--- src/rtl/decouple_rr_arbiter_if.sv ---
// rtl/decouple_rr_arbiter_if.sv - Producer and consumer handshake bundle for decouple_rr_arbiter
interface decouple_rr_arbiter_if #(
  parameter int NUM = 4,
  parameter int DIN = 16
);
  localparam int IDXW = (NUM > 1) ? $clog2(NUM) : 1;

  logic [NUM*DIN-1:0] din_data;
  logic [NUM-1:0]     din_valid;
  logic [NUM-1:0]     din_ready;
  logic [DIN-1:0]     dout_data;
  logic [IDXW-1:0]    dout_idx;
  logic               dout_valid;
  logic               dout_ready;

  modport master (
    output din_data, din_valid, dout_ready,
    input  din_ready, dout_data, dout_idx, dout_valid
  );

  modport slave (
    input  din_data, din_valid, dout_ready,
    output din_ready, dout_data, dout_idx, dout_valid
  );
endinterface

--- src/rtl/decouple_rr_arbiter.sv ---
// rtl/decouple_rr_arbiter.sv - Round-robin arbiter with registered output stage; packet lock under DECOUPLE_ARB_LOCK_EN
module decouple_rr_arbiter #(
  parameter int NUM = 4,
  parameter int DIN = 16
) (
  input logic                 clk,
  input logic                 rst,
  decouple_rr_arbiter_if.slave bus
);
  localparam int IDXW = (NUM > 1) ? $clog2(NUM) : 1;

  logic [IDXW-1:0] ptr;
  logic [NUM-1:0]  elig;
  logic [NUM-1:0]  req;
  logic [NUM-1:0]  req_rot;
  logic [IDXW-1:0] rot_pos;
  logic [IDXW:0]   gnt_sum;
  logic [IDXW-1:0] gnt_idx;
  logic            gnt_any;
  logic [DIN-1:0]  gnt_data;
  logic [NUM-1:0]  din_ready_c;
  logic            load;
  logic            xfer;
  logic            adv_ptr;

  logic            dout_valid_q;
  logic [DIN-1:0]  dout_data_q;
  logic [IDXW-1:0] dout_idx_q;

  assign load = ~dout_valid_q | bus.dout_ready;
  assign req  = bus.din_valid & elig;

  // Rotate requests so bit 0 is the input at ptr; lowest set bit wins.
  assign req_rot = NUM'({req, req} >> ptr);

  always_comb begin
    rot_pos = '0;
    gnt_any = 1'b0;
    for (int i = NUM - 1; i >= 0; i--) begin
      if (req_rot[i]) begin
        rot_pos = IDXW'(i);
        gnt_any = 1'b1;
      end
    end
  end

  assign gnt_sum = {1'b0, ptr} + {1'b0, rot_pos};
  assign gnt_idx = (gnt_sum >= (IDXW+1)'(NUM)) ? IDXW'(gnt_sum - (IDXW+1)'(NUM))
                                               : IDXW'(gnt_sum);

  always_comb begin
    gnt_data    = '0;
    din_ready_c = '0;
    for (int i = 0; i < NUM; i++) begin
      if (gnt_idx == IDXW'(i)) begin
        gnt_data       = bus.din_data[i*DIN +: DIN];
        din_ready_c[i] = rst & load & gnt_any;
      end
    end
  end

  assign bus.din_ready = din_ready_c;
  assign xfer          = load & gnt_any;

`ifdef DECOUPLE_ARB_LOCK_EN
  typedef enum logic {IDLE, LOCKED} lock_state_t;

  lock_state_t     state, state_nxt;
  logic [IDXW-1:0] lock_idx, lock_idx_nxt;
  logic            eot;

  assign eot = gnt_data[DIN-1];

  always_ff @(posedge clk or negedge rst) begin
    if (!rst) begin
      state    <= IDLE;
      lock_idx <= '0;
    end else begin
      state    <= state_nxt;
      lock_idx <= lock_idx_nxt;
    end
  end

  always_comb begin
    state_nxt    = state;
    lock_idx_nxt = lock_idx;
    if (xfer) begin
      if (state == IDLE && !eot) begin
        state_nxt    = LOCKED;
        lock_idx_nxt = gnt_idx;
      end else if (state == LOCKED && eot) begin
        state_nxt = IDLE;
      end
    end
  end

  // While locked only the packet owner is eligible, even if it is idle.
  always_comb begin
    elig = '1;
    if (state == LOCKED) begin
      for (int i = 0; i < NUM; i++) elig[i] = (lock_idx == IDXW'(i));
    end
  end

  assign adv_ptr = xfer & eot;
`else
  assign elig    = '1;
  assign adv_ptr = xfer;
`endif

  always_ff @(posedge clk or negedge rst) begin
    if (!rst) begin
      dout_valid_q <= 1'b0;
      dout_data_q  <= '0;
      dout_idx_q   <= '0;
      ptr          <= '0;
    end else begin
      if (load) begin
        dout_valid_q <= gnt_any;
        if (gnt_any) begin
          dout_data_q <= gnt_data;
          dout_idx_q  <= gnt_idx;
        end
      end
      if (adv_ptr) ptr <= (gnt_idx == IDXW'(NUM - 1)) ? '0 : gnt_idx + 1'b1;
    end
  end

  assign bus.dout_valid = dout_valid_q;
  assign bus.dout_data  = dout_data_q;
  assign bus.dout_idx   = dout_idx_q;
endmodule

--- src/flat_wrapper.sv ---
// flat-port wrapper written by rule: the top's interface ports become plain ports
module decouple_rr_arbiter_flat 
#(
  parameter int NUM = 4,
  parameter int DIN = 16
)
  (clk, rst, bus_din_data, bus_din_valid, bus_dout_ready, bus_din_ready, bus_dout_data, bus_dout_idx, bus_dout_valid);
  decouple_rr_arbiter_if #(.NUM(NUM), .DIN(DIN)) bus_i ();
  input logic clk;
  input logic rst;
  input wire logic [$bits(bus_i.din_data)-1:0] bus_din_data;
  input wire logic [$bits(bus_i.din_valid)-1:0] bus_din_valid;
  input wire logic [$bits(bus_i.dout_ready)-1:0] bus_dout_ready;
  output wire logic [$bits(bus_i.din_ready)-1:0] bus_din_ready;
  output wire logic [$bits(bus_i.dout_data)-1:0] bus_dout_data;
  output wire logic [$bits(bus_i.dout_idx)-1:0] bus_dout_idx;
  output wire logic [$bits(bus_i.dout_valid)-1:0] bus_dout_valid;
  assign bus_i.din_data = bus_din_data;
  assign bus_i.din_valid = bus_din_valid;
  assign bus_i.dout_ready = bus_dout_ready;
  assign bus_din_ready = bus_i.din_ready;
  assign bus_dout_data = bus_i.dout_data;
  assign bus_dout_idx = bus_i.dout_idx;
  assign bus_dout_valid = bus_i.dout_valid;
  decouple_rr_arbiter #(.NUM(NUM), .DIN(DIN)) u_core (.clk(clk), .rst(rst), .bus(bus_i));
endmodule
--- config.mk ---
export PLATFORM = sky130hd
export DESIGN_NAME = decouple_rr_arbiter_flat
export DESIGN_NICKNAME = d
export VERILOG_FILES = /design/src/rtl/decouple_rr_arbiter_if.sv /design/src/rtl/decouple_rr_arbiter.sv /design/src/flat_wrapper.sv
export SDC_FILE = /design/constraint.sdc
export NUM_CORES = 1
export LEC_CHECK = 0
export CORE_ASPECT_RATIO = 1.5
export CORE_MARGIN = 5
export CORE_UTILIZATION = 37
export CTS_BUF_LIST = sky130_fd_sc_hd__clkbuf_4
export CTS_CLUSTER_DIAMETER = 30
export DETAILED_ROUTE_END_ITERATION = 12
export GPL_ROUTABILITY_DRIVEN = 0
export PLACE_DENSITY = 0.82
export SLEW_MARGIN = 40
export SYNTH_ARGS = -nofsm -noshare
export SYNTH_HDL_FRONTEND = slang
export SYNTH_SLANG_ARGS = --single-unit
--- constraint.sdc ---
create_clock -name clk -period 4.7 [get_ports clk]
set_clock_uncertainty 0.05 [all_clocks]
set_input_delay 0.94 -clock clk [delete_from_list [all_inputs] [get_ports clk]]
set_output_delay 0.94 -clock clk [all_outputs]
set_load 0.02 [all_outputs]
==> results by group, run 1 <==
Die
  – Die W: approximately 61 µm
  – Die Ht: about 87 µm
  – Row Count: 27
  – Core Area: about 0.0037 mm²
  – I/O pin total: 94
  – Die area: ~0.0053 mm²
  – Initial Util: 38.9%

Timing
  – Fin worst setup slack: 0.196 ns
  – Final setup fails: 0
  – Fin crit share: between 90% and 100%
  – Final Max Slew Viols: 0
  – Worst Max-Slew Pin Slew: a little under 0.8 ns
  – Final hold vios: 0
  – RSZ-0062 raised after global routing: no
  – Relative slew slack: between 40% and 50%
  – Fmax: 0.222 GHz
  – Setup_tns: 0 ns
  – Tmin final: approximately 4.5 ns
  – Fin Hold WS: 0.454 ns

Cells and area
  – Area delta synth->final: 72.6%
  – Layout Nets: between 300 and 400
  – Antenna diodes: 0
  – Share of cells above drive strength 1: around 8%
  – Fin area: approximately 0.0025 mm²

Synth
  – Synth Area per Inst: between 8 and 9 µm²
  – Top cells by area, synth: dfrtp_1 36%, a21oi_1 12%, a221o_1 10%
  – Most frequent cell after synthesis: a21oi_1
  – Post-Synth Adder-Cell Area: ~4.3%
  – Post-Synth Simple-Gate Area: between 10% and 20%
  – YS warnings: 0
  – Asr flop ratio synth: 100%
  – Yosys cell types: 30
  – Synth cell count leaders: 34 x a21oi_1, 21 x dfrtp_1, 18 x nor2_1, 17 x o211ai_1, 15 x a221o_1
  – Compound-Gate Fraction of Synth Area: a little under two fifths
  – Post-synthesis mux area share: less than 1%
  – Largest family of logic cells by synthesized area: compound AO/OA/AOI/OAI gates
  – Synth Flop Type: dfrtp_1
  – Post-synth top area cell: dfrtp_1
  – Post-synth EDFFs: 0
  – Seq/Total Area, Yosys: 36.4%
  – Post-synthesis register bit count: 21
  – Post-Synth XOR/XNOR Area: less than 1%
  – Top-area cell type share of the netlist area: 36.4%
  – Synth Net Count: 245
  – Mapped Area: between 0.001 and 0.0015 mm²
  – Synthesized instance count: 169

Route
  – Post-DRT Antenna Nets: 0
  – Iteration-0 DRC Markers: between 60 and 70
  – Routed vias: roughly 1,700
  – # DRC: 0
  – WL/cell: 16.2 µm
  – Avg Vias per Cell: 5.58
  – First-pass DRT Iterations: 4
  – Routed WL: 4970 µm

CTS
  – CTS max path bufs: 2
  – Sinks on Clock Net: 21
  – Clock slew at reported path FFs: between 0.1 and 0.15 ns
  – CTS buffer count: 3
  – Worst-skew pair later-pin latency: around 0.30 ns
  – Root Driver: clkbuf_4
  – Resized cells post-CTS: 2
  – Setup bufs post-CTS: 0
  – Cts hold-fix bufs: 0
  – CTS tree: built
  – CTS HTree Levels: 1

Critical path
  – Critical path peak fanout: 3
  – CP Launch Type: primary input
  – Crit path capture: bus_din_ready[1]
  – Critical path arrival: between 3 and 4 ns
  – RR Endpoint: u_core.bus.dout_data[2]
  – RR Startpoint: u_core.ptr[1]
  – Flop2flop setup slack: about 1.2 ns
  – Crit path kind: primary input to primary output
  – CP endpoint kind: primary output
  – Critical path data required time: 3.71 ns
  – Setup crit start: bus_din_valid[0]
  – Reg2Reg Depth: 14

Run
  – Max-cap viol count: 0

Place
  – Area after DPL: approximately 0.0025 mm²
  – Place WS: -0.0274 ns
  – PortBufs: 93
  – Hpwl dp: roughly 4000 µm

Power and ir drop
  – Total power: 0.00174 W
  – P_leak: 1.05 nW
  – Cell Pwr Density: roughly 700 mW/mm²
  – Peak supply drop: 0.000464 V

GRT
  – Initial antenna violation count: 0
  – Vias in the first global route: roughly 1,700
  – Largest net degree at the start of global routing: 24
  – Total GRT Usage: roughly 20%
  – Total grt overflow: 0
  – First-pass GRT wire length: between 7000 and 8000 µm

Outcome
  – Status: completed

Worst hold path
  – Tightest Hold Check Type: flop to flop
==> layout by cell type (no fill, tap or decap), drive strengths merged <==
master         synthesis  routed
and3b                  1       1
dlymetal6s2s           0       2
a221o                 15      15
o31ai                  2       2
o31a                   1       1
o21ai                  4       4
a21o                   1       1
o211ai                17      17
clkbuf                10       4
a31oi                  1       1
dlygate4sd2            0       2
dfrtp                 21      21
nor2b                  3       3
inv                    6       6
nor4                   1       1
and3                   4       4
a21oi                 34      34
nor3                   1       1
a311oi                 1       1
mux2i                  1       1
nand3b                 1       1
clkdlybuf4s50          0      89
or2                    1       1
a2111o                 1       1
or4                    1       1
and4                   1       1
xnor2                  1       1
nand2b                 3       3
ha                     5       5
nor2                  18      18
nand2                  9       9
buf                    4      11
==> critical path, cell delays in order <==
cell and delay (ns):
clkdlybuf4s50_1 0.49, inv_1 0.06, o21ai_0 0.15, a21oi_1 0.08
o31a_1 0.27, ha_1 0.19, xnor2_1 0.25, and4_4 0.27
or2_1 0.12, ha_1 0.17, and3_1 0.16, dlygate4sd2_1 0.37
==> worst min path at each step <==
stage	from	endpoint	slack (ns)	cells past startpoint
after floorplan	u_core.ptr[0]	u_core.ptr[0]	0.51	2
after global placement	u_core.bus.dout_data[14]	u_core.bus.dout_data[14]	0.41	2
after detailed placement	u_core.bus.dout_data[14]	u_core.bus.dout_data[14]	0.43	2
after CTS	u_core.bus.dout_data[14]	u_core.bus.dout_data[14]	0.46	2
after global routing	u_core.bus.dout_data[14]	u_core.bus.dout_data[14]	0.49	2
final	u_core.bus.dout_data[14]	u_core.bus.dout_data[14]	0.45	2
==> kinds of logic (layout without fill, tap and decap cells) <==
family	count (synthesis)	in the layout
muxes	1	1
buffers and inverters	20	114
AOI/OAI and AO/OA	77	77
and+or+nand+nor	44	44
xor gates and xnor gates	1	1
adders and majority gates	5	5
DFF	21	21
==> report_power, final <==
group	internal, W	total, W	leakage (nW)	switching (W)
combinational	0.000626	0.00132	0.785	0.000695
sequential	0.000272	0.000328	0.244	0.0000558
clock	0.0000389	0.0000950	0.0184	0.0000561
total	0.000938	0.00174	1.05	0.000807
==> state kept, by name, summed over array words and instances (netlist names) <==
name                   cells
u_core.bus.dout_data      16
u_core.bus.dout_idx        2
u_core.bus.dout_valid      1
u_core.ptr                 2
==> area by class of cell <==
| class | count | area [µm²] |
|---|---|---|
| fillers | 327 | 1220 |
| repair buffers | 104 | 1020 |
| multi-input cells | 128 | 845 |
| flip-flops and latches | 21 | 526 |
| well taps | 43 | 53.8 |
| clock buffers | 4 | 30.0 |
| inverters | 6 | 22.5 |
==> layer usage <==
metal  vias to the layer above  track usage [%]  routed length, µm
li1                        827                -                  -
met1                       799             21.9               1730
met2                        75             34.1               2630
met3                         6             6.11                527
met4                         0             5.72                 78
met5                         -                0                  0
==> per-stage QoR <==
step	instances	util, %
after global routing	306	67.1
after floorplan	169	-
after CTS	306	66.8
after detailed placement	302	66.1
final	306	67.1
after global placement	302	66.0
No activity file was read; power rests on OpenSTA's default activity.
==> run 2, diff against run 1 <==
Settings changed: CORE_UTILIZATION 37 to 34, PLACE_DENSITY 0.82 to 0.79.
Clock period 4.7 ns to 3.6 ns, I/O delays scaled along.
==> results by group, run 2 (same netlist as run 1, synthesis figures left out) <==
Die
  – Die area: 0.00568 mm² (was 0.00528 mm²)
  – Die W: 63.2 µm (was 61.0 µm)
  – I/O pin total: 94 (unchanged)
  – Core Area: 0.00417 mm² (was 0.00372 mm²)
  – Row Count: 29 (was 27)
  – Die Ht: 89.8 µm (was 86.5 µm)
  – Initial Util: 34.6% (was 38.9%)

CTS
  – CTS buffer count: 3 (unchanged)
  – Clock slew at reported path FFs: 0.13 ns (was 0.12 ns)
  – CTS HTree Levels: 1 (unchanged)
  – Sinks on Clock Net: 21 (unchanged)
  – CTS tree: built (unchanged)
  – Cts hold-fix bufs: 0 (unchanged)
  – CTS max path bufs: 2 (unchanged)
  – Worst-skew pair later-pin latency: 0.31 ns (was 0.30 ns)
  – Root Driver: clkbuf_4 (unchanged)

Timing
  – Fmax: about 0.29 GHz
  – Fin Hold WS: 0.458 ns (was 0.454 ns)
  – Final hold vios: 0 (unchanged)
  – Worst Max-Slew Pin Slew: 0.763 ns (was 0.771 ns)
  – Final setup fails: 0 (unchanged)
  – Tmin final: ~3.5 ns
  – Relative slew slack: 49.1% (was 48.6%)
  – Fin crit share: 96.4%
  – Final Max Slew Viols: 0 (unchanged)
  – RSZ-0062 raised after global routing: no (unchanged)

Critical path
  – CP max-delay cell: o31a_1 (was clkdlybuf4s50_1)
  – Critical path data required time: 2.83 ns (was 3.71 ns)
  – CP delay by family, top: simple AND/OR/NAND/NOR gates (was buffers and inverters)
  – Critical path arrival: 2.70 ns (was 3.51 ns)
  – Cell Chain, Critical Path: clkdlybuf4s15_1 > inv_1 > o21ai_1 > a21oi_1 > o31a_1 > ha_2 > xnor2_2 > and4_4 > or2_4 > ha_2 > and3_2 > buf_4 (was clkdlybuf4s50_1 > inv_1 > o21ai_0 > a21oi_1 > o31a_1 > ha_1 > xnor2_1 > and4_4 > or2_1 > ha_1 > and3_1 > dlygate4sd2_1)
  – CP endpoint kind: primary output (unchanged)
  – Buf/Inv on CP: 3 (unchanged)
  – CP Launch Type: primary input (unchanged)
  – CP dominant cell by count: ha_2 (was ha_1)
  – CP max stage delay: 0.25 ns (was 0.49 ns)
  – Crit path kind: primary input to primary output (unchanged)
  – Critical path peak fanout: 3 (unchanged)

GRT
  – Largest net degree at the start of global routing: 24 (unchanged)
  – Total GRT Usage: 17.1% (was 19.4%)
  – First-pass GRT wire length: 8120 µm (was 7890 µm)
  – Initial antenna violation count: 0 (unchanged)
  – Vias in the first global route: 1,855 (was 1,697)
  – Total grt overflow: 0 (unchanged)

Cells and area
  – Max reg flops: 16 (unchanged)
  – Fill count: 349 (was 327)
  – Share of cells above drive strength 1: 16.4% (was 7.98%)
  – Fin area: 0.00260 mm² (was 0.00249 mm²)
  – Most frequent cells in the layout: 85 x clkdlybuf4s50_1, 32 x a21oi_1, 22 x buf_4 (was 89 x clkdlybuf4s50_1, 33 x a21oi_1, 21 x dfrtp_1)
  – Antenna diodes: 0 (unchanged)
  – Area delta synth->final: 80.0% (was 72.6%)
  – Area occupied by multi-input gates: 875 µm² (was 845 µm²)
  – Layout Nets: 351 (was 340)
  – Sequential Area: 526 µm² (unchanged)
  – Most common cell after layout, fill and taps aside: clkdlybuf4s50_1 (unchanged)

Route
  – Avg Vias per Cell: 5.42 (was 5.58)
  – # DRC: 0 (unchanged)
  – Routed vias: 1,735 (was 1,707)
  – First-pass DRT Iterations: 4 (unchanged)
  – WL/cell: 15.6 µm (was 16.2 µm)
  – Routed WL: 4990 µm (was 4970 µm)
  – Post-DRT Antenna Nets: 0 (unchanged)
  – Iteration-0 DRC Markers: 55 (was 67)

Worst hold path
  – Tightest Hold Check Type: flop to flop (unchanged)

Outcome
  – Status: completed (unchanged)

Power and ir drop
  – Peak supply drop: 0.000611 V (was 0.000464 V)
  – Cell Pwr Density: 933 mW/mm² (was 700 mW/mm²)
  – P_leak: 1.08 nW (was 1.05 nW)

Place
  – Area after DPL: 0.00256 mm² (was 0.00246 mm²)
  – Hpwl dp: 4080 µm (was 3920 µm)
  – PortBufs: 93 (unchanged)

Run
  – Max-cap viol count: 0 (unchanged)
## run 2: cell types whose count changed in the layout (fill, tap and decap cells not counted), sizes merged
cell and change:
clkdlybuf4s15 +2, clkdlybuf4s50 -4, clkinv +1, dlygate4sd2 -1, dlymetal6s2s -2, buf +15
## run 2: layer usage
layer / global-route usage (%) / routed length, µm / vias to the layer above
met2: 31.6 / 2690 / 68
met4: 6.24 / 82 / 0
li1: - / - / 848
met5: 0 / 0 / -
met1: 17.1 / 1720 / 811
met3: 5.99 / 505 / 8
## run 2: repair_timing
action	4_1_cts	5_1_grt
gates resized for setup	28	8
setup buffers	0	0
endpoints found under the setup margin	19	17
hold endpoints to repair	0	0
pin swaps	2	0
## run 2: worst register-to-register path, delay by kind of cell, from the launching register on
family | cells | cell delay (ns)
flip-flops | 1 | 0.43
XOR/XNOR | 1 | 0.14
AND/OR/NAND/NOR | 4 | 0.97
AO/OA/AOI/OAI | 6 | 0.81
adder cells (fa/ha/maj) | 2 | 0.36
buffers and inverters | 1 | 0.20
## run 2: path summary, 6_finish.rpt
kind                                        start  slack (ns)                  endpoint  cells after the start
max                              bus_din_valid[0]        0.13          bus_din_ready[1]                     12
min                        u_core.bus.dout_idx[1]        0.46    u_core.bus.dout_idx[1]                      2
max reg2reg                         u_core.ptr[1]        0.56   u_core.bus.dout_data[3]                     14
min reg2reg                u_core.bus.dout_idx[1]        0.46    u_core.bus.dout_idx[1]                      2
max in group asynchronous                     rst        2.45   u_core.bus.dout_data[7]                      3
min in group asynchronous                     rst        0.66  u_core.bus.dout_data[14]                      2
## run 2: through the flow
step	total power (W)	utilization, %	setup TNS [ns]	instances	worst slack (ns)
floorplan	0.00158	-	0	169	0.00528
global placement	0.00225	61.3	-13.03	316	-0.737
detailed placement	0.00229	61.3	-10.37	316	-0.726
CTS	0.00243	62.0	0	320	0.0723
global route	0.00265	62.3	0	320	0.00230
finish	0.00243	62.3	0	320	0.129
## run 2: area by class of cell
type	count	area share [%]
Clock inverter	1	0.193
Clock buffer	3	0.867
Inverter	6	0.867
Timing Repair Buffer	115	42.0
Multi-Input combinational cell	128	33.7
Sequential cell	21	20.2
Tap cell	46	2.21
## run 2: report_power, final
part | total, W | internal, W | switching, W
registers | 0.000426 | 0.000356 | 0.0000707
clock network | 0.000118 | 0.0000415 | 0.0000763
logic | 0.00188 | 0.000958 | 0.000924
total | 0.00243 | 0.00135 | 0.00107
==> patch (config.mk and constraints of run 2) <==
Add a define of `DECOUPLE_ARB_LOCK_EN`.
--- a/src/rtl/decouple_rr_arbiter.sv
+++ b/src/rtl/decouple_rr_arbiter.sv
@@ -1,4 +1,6 @@
 // rtl/decouple_rr_arbiter.sv - Round-robin arbiter with registered output stage; packet lock under DECOUPLE_ARB_LOCK_EN
+`define DECOUPLE_ARB_LOCK_EN
+
 module decouple_rr_arbiter #(
   parameter int NUM = 4,
   parameter int DIN = 16
Formal check against the unedited RTL: not equivalent (a bounded check fails within 4 cycles, from zero or initial values and one cycle with rst low).
==> patch against run 2 <==
- the run now ends with setup timing left
- design area rose by 28%
- synthesized area up 26%
- fmax down 6.6%
- power rose by 87%
- first-iteration DRC count rose to 3.3 times the old value
- non-clock buffer count rose by 25
- worst setup slack worse by 0.25 ns
- routed wire length is 33% higher
- sequential cell count up 3
==> patch: results (changes against run 2) <==
Cells and area
  – Comb_multi_in: 168 (was 128)
  – Fillers: 425 (was 349)
  – Final net count: 417 (was 351)
  – Area occupied by multi-input gates: 1280 um2 (was 875 um2)
  – Seq_cells: 24 (was 21)
  – Fin cells: 407 (was 320)
  – Non-clock inverter total of the final layout: 3 (was 6)
  – Signal buf overhead: 38.7% (was 42.0%)
  – Util after Layout: 64.2% (was 62.3%)
  – Register fraction of the total cell area: 18.2% (was 20.2%)
  – Clock network contribution to total cell area: 1.58% (was 1.06%)

Timing
  – Slew HR: 59.3% (was 49.1%)
  – Worst setup margin: -0.117 ns (was 0.129 ns)
  – Setup TNS: -0.315 ns (was 0 ns)
  – Setup-failing EPs final: 5 (was 0)

Placed design
  – Detail Placement HPWL: 5.07 mm (was 4.08 mm)
  – DP Area: 3080 um2 (was 2560 um2)
  – Dpl ws: -0.822 ns (was -0.726 ns)
  – Placed Cells incl. Taps: 391 (was 316)

Synth
  – Synth cell count leaders: dfrtp_1, nand2_1, a21oi_1 (was a21oi_1, dfrtp_1, nor2_1)
  – Avg Synthesized Cell Area: 8.51 um2 (was 8.54 um2)
  – Synth area leaders: dfrtp_1, a221oi_1, nor2b_1, a21oi_1, nand2_1 (was dfrtp_1, a21oi_1, a221o_1, o211ai_1, nor2_1)
  – Sequential fraction of the synthesis area: 33.1% (was 36.4%)
  – Syn Nets: 290 (was 245)

Route
  – Drt via density: 5.28 (was 5.42)
  – Post-Route WL: 6.62 mm (was 4.99 mm)

Run status
  – Outcome: complete, but fails checks (was completed)
  – Failing checks: setup timing

GRT
  – Number of global-route vias before repair: 2219 (was 1855)
  – Largest net degree at the start of global routing: 29 (was 24)

Worst setup path
  – Crit start category: register (was input port)
  – Critical Path Max Stage Delay: 0.48 ns (was 0.25 ns)

Power and ir drop
  – Worst-case vdd ir drop: 0.852 mV (was 0.611 mV)
  – Leak Pwr: 1.35 nW (was 1.08 nW)

Min path
  – Hold Path Origin: u_core.bus.dout_data[1]$_DFFE_PN0P_ (was u_core.bus.dout_idx[1]$_DFFE_PN0P_)

Die
  – Die X: 69.6 um (was 63.2 um)
-- patch: changes by cell type in the layout (fill, tap and decap cells not counted), moves of 14 or more --
| cell | delta |
|---|---|
| a221oi_1 | +14 |
| nor2_1 | -15 |
| o211ai_1 | -14 |
| a221o_1 | -14 |
| buf_4 | +22 |
| nor2b_1 | +14 |
| o21ai_1 | +14 |
-- patch: where the power goes --
| group | leakage [nW] | switching, mW | internal (mW) |
|---|---|---|---|
| Clock | 0.0279 | 0.0875 | 0.113 |
| Sequential | 0.293 | 0.103 | 0.418 |
| Combinational | 1.03 | 1.90 | 1.93 |
-- patch: logic make-up (layout without fill, tap and decap cells) --
logic type | count (synthesis) | after routing | synth area share, %
AND/OR/NAND/NOR | 78 | 78 | 23.7
AO/OA/AOI/OAI | 72 | 72 | 27.5
flip-flops | 24 | 24 | 33.1
buffers and inverters | 21 | 147 | 4.69
multiplexers | 9 | 9 | 5.24
adder cells (fa/ha/maj) | 7 | 7 | 4.76
XOR/XNOR | 2 | 2 | 0.966
-- patch: path summary, 6_finish.rpt --
kind / endpoint / slack [ns] / depth (start not counted)
worst max-delay path: u_core.lock_idx[0]$_DFFE_PN0P_ / -0.12 / 15
worst min-delay path: u_core.bus.dout_data[1]$_DFFE_PN0P_ / 0.46 / 2
worst max register to register: u_core.lock_idx[0]$_DFFE_PN0P_ / -0.12 / 15
worst min register to register: u_core.bus.dout_data[1]$_DFFE_PN0P_ / 0.46 / 2
max in group asynchronous: u_core.bus.dout_data[11]$_DFFE_PN0P_ / 2.48 / 2
min in group asynchronous: u_core.ptr[1]$_DFFE_PN0P_ / 0.85 / 2
-- patch: layer usage --
layer | part of all wire [%] | track usage, %
met1 | 36 | 17.8
met3 | 4.6 | 2.12
met5 | 0 | 0
met4 | 3.4 | 9.29
met2 | 56 | 34.0
